File: src/rtl/shift_frame_ctrl_if.sv
// Serial-bit source / parallel-word consumer bundle for shift_frame_ctrl.
// The master drives bits and accepts frames; the slave (the controller) produces frames.
interface shift_frame_ctrl_if #(
    parameter int unsigned WIDTH = 6
);
    logic             din;
    logic             en;
    logic             frame_ready;
    logic [WIDTH-1:0] frame;
    logic             frame_valid;
    logic             busy;
    logic             parity_err;
    logic             overrun;

    modport master (
        output din,
        output en,
        output frame_ready,
        input  frame,
        input  frame_valid,
        input  busy,
        input  parity_err,
        input  overrun
    );

    modport slave (
        input  din,
        input  en,
        input  frame_ready,
        output frame,
        output frame_valid,
        output busy,
        output parity_err,
        output overrun
    );
endinterface

File: src/rtl/shift_frame_ctrl.sv
// Start-bit framed serial-to-parallel receiver: shifts WIDTH bits MSB-first,
// checks optional even parity and holds the word under a valid/ready handshake.
module shift_frame_ctrl #(
    parameter int unsigned WIDTH     = 6,
    parameter bit          PARITY_EN = 1'b1
) (
    input logic               clk,
    input logic               rst,
    shift_frame_ctrl_if.slave bus
);

    localparam int unsigned     CntW    = (WIDTH > 1) ? $clog2(WIDTH) : 1;
    localparam logic [CntW-1:0] LastCnt = CntW'(WIDTH - 1);

    typedef enum logic [1:0] {
        StIdle,
        StShift,
        StPar,
        StHold
    } state_e;

    state_e           r_state;
    state_e           w_state_d;
    logic [CntW-1:0]  r_cnt;
    logic [CntW-1:0]  w_cnt_d;
    logic [WIDTH-1:0] r_sh;
    logic [WIDTH-1:0] w_sh_d;
    logic [WIDTH-1:0] r_frame;
    logic [WIDTH-1:0] w_frame_d;
    logic             r_valid;
    logic             w_valid_d;
    logic             r_busy;
    logic             w_busy_d;
    logic             r_perr;
    logic             w_perr_d;
    logic             r_overrun;
    logic             w_overrun_d;

    logic             w_start;
    logic [WIDTH-1:0] w_shifted;

    assign w_start   = bus.en & bus.din;
    assign w_shifted = {r_sh[WIDTH-2:0], bus.din};

    always_ff @(posedge clk or negedge rst) begin
        if (!rst) begin
            r_state   <= StIdle;
            r_cnt     <= '0;
            r_sh      <= '0;
            r_frame   <= '0;
            r_valid   <= 1'b0;
            r_busy    <= 1'b0;
            r_perr    <= 1'b0;
            r_overrun <= 1'b0;
        end else begin
            r_state   <= w_state_d;
            r_cnt     <= w_cnt_d;
            r_sh      <= w_sh_d;
            r_frame   <= w_frame_d;
            r_valid   <= w_valid_d;
            r_busy    <= w_busy_d;
            r_perr    <= w_perr_d;
            r_overrun <= w_overrun_d;
        end
    end

    always_comb begin
        w_state_d   = r_state;
        w_cnt_d     = r_cnt;
        w_sh_d      = r_sh;
        w_frame_d   = r_frame;
        w_valid_d   = r_valid;
        w_perr_d    = r_perr;
        w_overrun_d = r_overrun;

        unique case (r_state)
            StIdle: begin
                if (w_start) begin
                    w_state_d = StShift;
                    w_cnt_d   = '0;
                end
            end

            StShift: begin
                if (bus.en) begin
                    w_sh_d  = w_shifted;
                    w_cnt_d = r_cnt + CntW'(1);
                    if (r_cnt == LastCnt) begin
                        if (PARITY_EN) begin
                            w_state_d = StPar;
                        end else begin
                            w_frame_d = w_shifted;
                            w_valid_d = 1'b1;
                            w_perr_d  = 1'b0;
                            w_state_d = StHold;
                        end
                    end
                end
            end

            StPar: begin
                if (bus.en) begin
                    w_frame_d = r_sh;
                    w_perr_d  = (bus.din != ^r_sh);
                    w_valid_d = 1'b1;
                    w_state_d = StHold;
                end
            end

            StHold: begin
                // The handshake is evaluated even on en=0 cycles.
                if (bus.frame_ready) begin
                    w_valid_d = 1'b0;
                    if (w_start) begin
                        w_state_d = StShift;
                        w_cnt_d   = '0;
                    end else begin
                        w_state_d = StIdle;
                    end
                end else if (w_start) begin
                    w_overrun_d = 1'b1;
                end
            end

            default: begin
                w_state_d = StIdle;
            end
        endcase

        w_busy_d = (w_state_d == StShift) || (w_state_d == StPar);
    end

    assign bus.frame       = r_frame;
    assign bus.frame_valid = r_valid;
    assign bus.busy        = r_busy;
    assign bus.parity_err  = r_perr;
    assign bus.overrun     = r_overrun;

endmodule

File: src/flat_wrapper.sv
// flat-port wrapper written by rule: the top's interface ports become plain ports
module shift_frame_ctrl_flat 
#(
    parameter int unsigned WIDTH     = 6,
    parameter bit          PARITY_EN = 1'b1
)
  (clk, rst, bus_din, bus_en, bus_frame_ready, bus_frame, bus_frame_valid, bus_busy, bus_parity_err, bus_overrun);
  shift_frame_ctrl_if #(.WIDTH(WIDTH)) bus_i ();
  input logic clk;
  input logic rst;
  input wire logic [$bits(bus_i.din)-1:0] bus_din;
  input wire logic [$bits(bus_i.en)-1:0] bus_en;
  input wire logic [$bits(bus_i.frame_ready)-1:0] bus_frame_ready;
  output wire logic [$bits(bus_i.frame)-1:0] bus_frame;
  output wire logic [$bits(bus_i.frame_valid)-1:0] bus_frame_valid;
  output wire logic [$bits(bus_i.busy)-1:0] bus_busy;
  output wire logic [$bits(bus_i.parity_err)-1:0] bus_parity_err;
  output wire logic [$bits(bus_i.overrun)-1:0] bus_overrun;
  assign bus_i.din = bus_din;
  assign bus_i.en = bus_en;
  assign bus_i.frame_ready = bus_frame_ready;
  assign bus_frame = bus_i.frame;
  assign bus_frame_valid = bus_i.frame_valid;
  assign bus_busy = bus_i.busy;
  assign bus_parity_err = bus_i.parity_err;
  assign bus_overrun = bus_i.overrun;
  shift_frame_ctrl #(.WIDTH(WIDTH), .PARITY_EN(PARITY_EN)) u_core (.clk(clk), .rst(rst), .bus(bus_i));
endmodule
File: config.mk
export PLATFORM = sky130hd
export DESIGN_NAME = shift_frame_ctrl_flat
export DESIGN_NICKNAME = d
export VERILOG_FILES = /design/src/rtl/shift_frame_ctrl_if.sv /design/src/rtl/shift_frame_ctrl.sv /design/src/flat_wrapper.sv
export SDC_FILE = /design/constraint.sdc
export NUM_CORES = 1
export LEC_CHECK = 0
export CORE_AREA = 2 2 48 50
export CTS_BUF_LIST = sky130_fd_sc_hd__clkbuf_4 sky130_fd_sc_hd__clkbuf_8
export DETAILED_ROUTE_END_ITERATION = 8
export DIE_AREA = 0 0 50 52
export GPL_ROUTABILITY_DRIVEN = 0
export GPL_TIMING_DRIVEN = 0
export PLACE_DENSITY_LB_ADDON = 0.1
export SLEW_MARGIN = 20
export SYNTH_ARGS = -nofsm -noshare
export SYNTH_HDL_FRONTEND = slang
export SYNTH_SLANG_ARGS = --single-unit
File: constraint.sdc
create_clock -name clk -period 1.6 [get_ports clk]
set_input_delay 0.32 -clock clk [delete_from_list [all_inputs] [get_ports clk]]
set_output_delay 0.32 -clock clk [all_outputs]
set_load 0.01 [all_outputs]
* Word-level counts from Yosys, hierarchy flattened *
Cells that the tools add are included.
W data, S select, Z words.

word-level totals
  bits in registers = 21
  input port bits = 5
  output and inout bits = 10
  logic and storage cells = 45

operators by class
  $add $sub $neg = 1
  eq/ne operators = 10
  multiplexer cells = 14
  bitwise gates (word level) = 2
  reductions and logical operators = 10

operators with widths
  cell                   count
  $mux W2                5
  $mux W3                3
  $pmux W3 S3            1
  $reduce_and A3 Y1      3
  $pmux W2 S4            1
  $eq A2 B2 Y1 const B   3
  $ne A2 B2 Y1 const B   3
  $reduce_xor A6 Y1      1
  $eq A2 B1 Y1 const B   2
  $reduce_and A2 Y1      2
  $add A3 B1 Y3 const B  1
  $eq A3 B3 Y1 const B   1
  $mux W1                3
  $reduce_bool A3 Y1     1
  $logic_not A2 Y1       1
  $pmux W1 S2            1
  $reduce_bool A2 Y1     1
  $and A1 B1 Y1          1
  $logic_or A1 B1 Y1     1
  $ne A1 B1 Y1           1
  $not A1 Y1             1

* Depth between registers and ports, before layout *
  depth in word-level cells = 6
  depth in mapped cells = 5
  depth with buffers taken out = 5

* Worst setup path before layout *
Ideal clock, no wire load.

  path kind = register to register
  start point = reg u_core.r_state[0]
  end point = reg u_core.r_frame[0], in the netlist u_core.bus.frame[0]
  setup time = 0.125 ns
  data arrival time = 1.033 ns
  data required time = 1.475 ns
  setup slack = 0.442 ns
  stages on the path, launching flop included = 5
  buffers on the path = 1
  period minus slack after synthesis = 1.158 ns
  path through = dfrtp_1 -> buf_6 -> inv_1 -> nand3_2 -> mux2_2

between the ends
  cells in the longest elaborated chain, start to end = 2

RTL lines
  item                                line                    text
  start: declaration                  shift_frame_ctrl.sv:22  state_e r_state;
  start signal: assignment            shift_frame_ctrl.sv:47  r_state <= StIdle;
  start signal: assignment            shift_frame_ctrl.sv:56  r_state <= w_state_d;
  $eq A2 B2 Y1                        shift_frame_ctrl.sv:76  unique case (r_state)
  $reduce_and A2 Y1 (no source line)  n/a
  end signal: assignment              shift_frame_ctrl.sv:59  r_frame <= w_frame_d;
  end: declaration                    shift_frame_ctrl.sv:28  logic [WIDTH-1:0] r_frame;

Every way passes these cells.
A chain may end at the register's enable or synchronous reset.

* Worst setup path in the final report *
  start point = reg u_core.r_overrun, in the netlist u_core.bus.overrun
  end point = out bus_overrun

RTL lines
  item                      line                    text
  start: declaration        shift_frame_ctrl.sv:36  logic r_overrun;
  start signal: assignment  shift_frame_ctrl.sv:63  r_overrun <= w_overrun_d;
  end: declaration          flat_wrapper.sv:18      output wire logic [$bits(bus_i.overrun)-1:0] bus_overrun;

No word-level cell between the ends.

==> flow_metrics.py <==
metrics = {
    "yosys": {
        "synth-seq-cells": 21,
        "synthCells": 82,
        "ys_warn_count": 0,
        "mappedNetlistArea_um2": 990,
        "synth-seq-area-share_pct": 53.1,
        "net_count_after_synthesis": 89,
        "avgSynthCellArea_um2": 12.1,
        "netlist-cell-type-count": 24,
    },
    "power": {
        "leakage_power_of_the_design_nw": 0.510,
        "power_density_nw_per_um2": 1920,
        "design_power_total_mw": 2.28,
        "vdd.ir_drop.worst_v": 0.000968,
    },
    "worst_setup_path": {
        "crit_family": "buffers and inverters",
        "timing_worst_setup_path_type": "reg -> out",
        "timing.critical_path.from_type": "register",
        "crit_slowest_cell": "sky130_fd_sc_hd__clkdlybuf4s50_1",
        "crit_path_cell_trace": "clkdlybuf4s50_1",
        "max_stage_delay_ps": 540,
        "end_kind": "output port",
        "timing.critical_path.buf_inv": 1,
        "timing.critical_path.fanout_max": 2,
        "worstPathRequired_ps": 1280,
        "timing.critical_path.arrival_ps": 1210,
    },
    "grt": {
        "track_usage_pct": 14.2,
        "grt_start_max_net_pins": 22,
        "grt_remaining_overflow": 0,
        "grt_antenna_before_repair": 0,
        "grt_first_pass_wirelength_um": 2750,
        "grt_pass1_vias": 651,
    },
    "clocking": {
        "cts.htree.levels": 1,
        "clockBufferDepth": 2,
        "tritoncts_buffer_count": 3,
        "post_cts_setup_driven_buffer_insertion_count": 0,
        "tritoncts": "done",
        "clock_tree_root": "sky130_fd_sc_hd__clkbuf_4",
        "insertion_delay_to_the_later_sink_of_the_worst_skew_pair_ps": 300,
        "numClockSinks": 21,
        "cts.clk_slew.worst_paths_ps": 120,
    },
    "timing": {
        "fin_setup_tns_ps": 0,
        "worst_slack_ps": 74.0,
        "setup_viols_final": 0,
        "finalMaxSlewViolations": 0,
        "fin_skew_ps": 7.67,
        "timing.slew.headroom_pct": 37.3,
        "max_slew.worst_pin.slew_ps": 938,
        "hold_violation_total_from_the_final_report": 0,
        "final_period_minus_worst_setup_slack_ps": 1530,
        "timing.final.crit_share_pct": 95.4,
        "rsz0062_at_grt": "false",
        "achievable-frequency_ghz": 0.655,
    },
    "routing": {
        "final_antenna_net_count": 0,
        "avgViaCountPerCell": 5.13,
        "wl_um": 1640,
        "vias": 651,
        "drcViolationCount": 0,
        "routed_wire_length_per_instance_um": 12.9,
        "dr.first_iter.drc_count": 5,
        "drt_first_pass_iters": 4,
    },
    "die": {
        "design.portCount": 15,
        "die_w_um": 50,
        "coreArea_um2": 2110,
        "floorplan.initialDensity_pct": 47.0,
        "floorplan.rows": 17,
        "fp.dieH_um": 52,
        "design.die.area_um2": 2600,
    },
    "layout": {
        "drive_gt1_share_pct": 24.2,
        "layout_cells_excl_fill": 127,
        "area_delta_synth_final_pct": 20.0,
        "final_core_occ_pct": 56.4,
        "final_net_count": 107,
        "total_inserted_antenna_cells": 0,
    },
    "placed_design": {
        "dpl.cell_count": 123,
        "place.detailed.hpwl_um": 1120,
        "pre_cts_ws_ps": -31.9,
        "portbufs": 13,
    },
    "status": {
        "status": "completed",
    },
    "run": {
        "max_cap_violations": 0,
    },
    "min_path": {
        "hold_class": "in -> reg",
    },
}
## worst paths after layout
kind / to / slack [ps] / cells after the start / start
worst max-delay path: bus_overrun / 70 / 1 / u_core.bus.overrun$_DFFE_PN0P_
worst min-delay path: u_core.r_cnt[2]$_DFFE_PN0P_ / 260 / 2 / bus_din
worst max register to register: u_core.r_sh[0]$_DFFE_PN0P_ / 300 / 4 / u_core.r_state[1]$_DFF_PN0_
worst min register to register: u_core.bus.parity_err$_DFFE_PN0P_ / 500 / 2 / u_core.bus.parity_err$_DFFE_PN0P_
max in group asynchronous: u_core.bus.frame[3]$_DFFE_PN0P_ / 500 / 1 / rst
min in group asynchronous: u_core.bus.busy$_DFF_PN0_ / 530 / 1 / rst
## cells by family after synthesis
| kind of cell | after synthesis | share of synthesized area [%] |
|---|---|---|
| buffers and inverters | 7 | 5.06 |
| and+or+nand+nor | 16 | 8.98 |
| muxes | 12 | 13.7 |
| DFF | 21 | 53.1 |
| adders and majority gates | 2 | 2.53 |
| AOI/OAI and AO/OA | 18 | 11.4 |
| xor gates and xnor gates | 6 | 5.31 |
## cells in the final DEF (no fill, tap or decap), types with 2 or more instances in the layout
| master | netlist | final |
|---|---|---|
| sky130_fd_sc_hd__nand3_2 | 2 | 2 |
| sky130_fd_sc_hd__nand2_1 | 7 | 7 |
| sky130_fd_sc_hd__clkdlybuf4s50_1 | 0 | 12 |
| sky130_fd_sc_hd__clkbuf_4 | 0 | 4 |
| sky130_fd_sc_hd__dfrtp_1 | 21 | 21 |
| sky130_fd_sc_hd__o211ai_1 | 2 | 2 |
| sky130_fd_sc_hd__mux2_2 | 12 | 12 |
| sky130_fd_sc_hd__buf_6 | 3 | 3 |
| sky130_fd_sc_hd__inv_1 | 3 | 3 |
| sky130_fd_sc_hd__o21ai_0 | 8 | 8 |
| sky130_fd_sc_hd__ha_1 | 2 | 2 |
| sky130_fd_sc_hd__a21oi_1 | 3 | 3 |
| sky130_fd_sc_hd__xnor2_1 | 5 | 5 |
| sky130_fd_sc_hd__nand4_1 | 2 | 2 |
## flip-flops by register name (all words and copies together), names as in the netlist
name	cells
u_core.r_cnt	3
u_core.r_sh	6
u_core.bus.frame	6
u_core.bus.busy	1
u_core.bus.parity_err	1
u_core.r_state	2
u_core.bus.overrun	1
u_core.bus.frame_valid	1
## metal layers
layer  vias up  global-route usage (%)  share of wire, %
met5         -                       0                 0
met4         0                    6.02              0.73
met3         2                    3.74               3.4
met2         9                    24.3                49
met1       318                    16.9                47
li1        322                       -                 -
## final cells by class
type	count	area, µm²
plain buffers	4	38.8
clock buffers	4	30.0
fillers	182	918
inverters	3	11.3
multi-input cells	54	414
flip-flops and latches	21	526
well taps	28	35.0
repair buffers	13	133
## metrics by stage
step | hold slack, ps | area (µm²)
finish | 262 | 1190
global route | 247 | 1190
CTS | 252 | 1180
detailed placement | 477 | 1150
global placement | 464 | 1150
floorplan | 24.4 | 990
## timing repair
| item | CTS | global route |
|---|---|---|
| endpoints found under the setup margin | 0 | 1 |
| resized for setup | 0 | 1 |
| hold buffers | 0 | 0 |
## where the power goes
group / total [mW] / internal [mW] / switching (mW)
logic: 1.06 / 0.618 / 0.438
clock network: 0.270 / 0.114 / 0.156
registers: 0.950 / 0.778 / 0.172
## synthesized netlist by cell type
master / number / area share, %
sky130_fd_sc_hd__nand2_1: 7 / 2.7
sky130_fd_sc_hd__nand4b_1: 1 / 0.89
sky130_fd_sc_hd__or2_1: 1 / 0.63
sky130_fd_sc_hd__nand4_1: 2 / 1.3
sky130_fd_sc_hd__buf_6: 3 / 3.4
sky130_fd_sc_hd__nand3_2: 2 / 2.0
sky130_fd_sc_hd__o21ai_0: 8 / 4.0
sky130_fd_sc_hd__a32oi_1: 1 / 0.89
sky130_fd_sc_hd__a21boi_0: 1 / 0.76
sky130_fd_sc_hd__nand3_1: 1 / 0.51
sky130_fd_sc_hd__ha_1: 2 / 2.5
sky130_fd_sc_hd__o21bai_1: 1 / 0.76
sky130_fd_sc_hd__o21ba_2: 1 / 1.0
sky130_fd_sc_hd__mux2_2: 12 / 14
sky130_fd_sc_hd__dfrtp_1: 21 / 53
sky130_fd_sc_hd__nor2_1: 1 / 0.38
sky130_fd_sc_hd__inv_1: 3 / 1.1
sky130_fd_sc_hd__a21oi_1: 3 / 1.5
sky130_fd_sc_hd__and3_1: 1 / 0.63
sky130_fd_sc_hd__xor2_1: 1 / 0.89
sky130_fd_sc_hd__o211ai_1: 2 / 1.5
sky130_fd_sc_hd__a31o_2: 1 / 0.89
sky130_fd_sc_hd__buf_2: 1 / 0.51
sky130_fd_sc_hd__xnor2_1: 5 / 4.4
(Power assumes the default switching activity.)
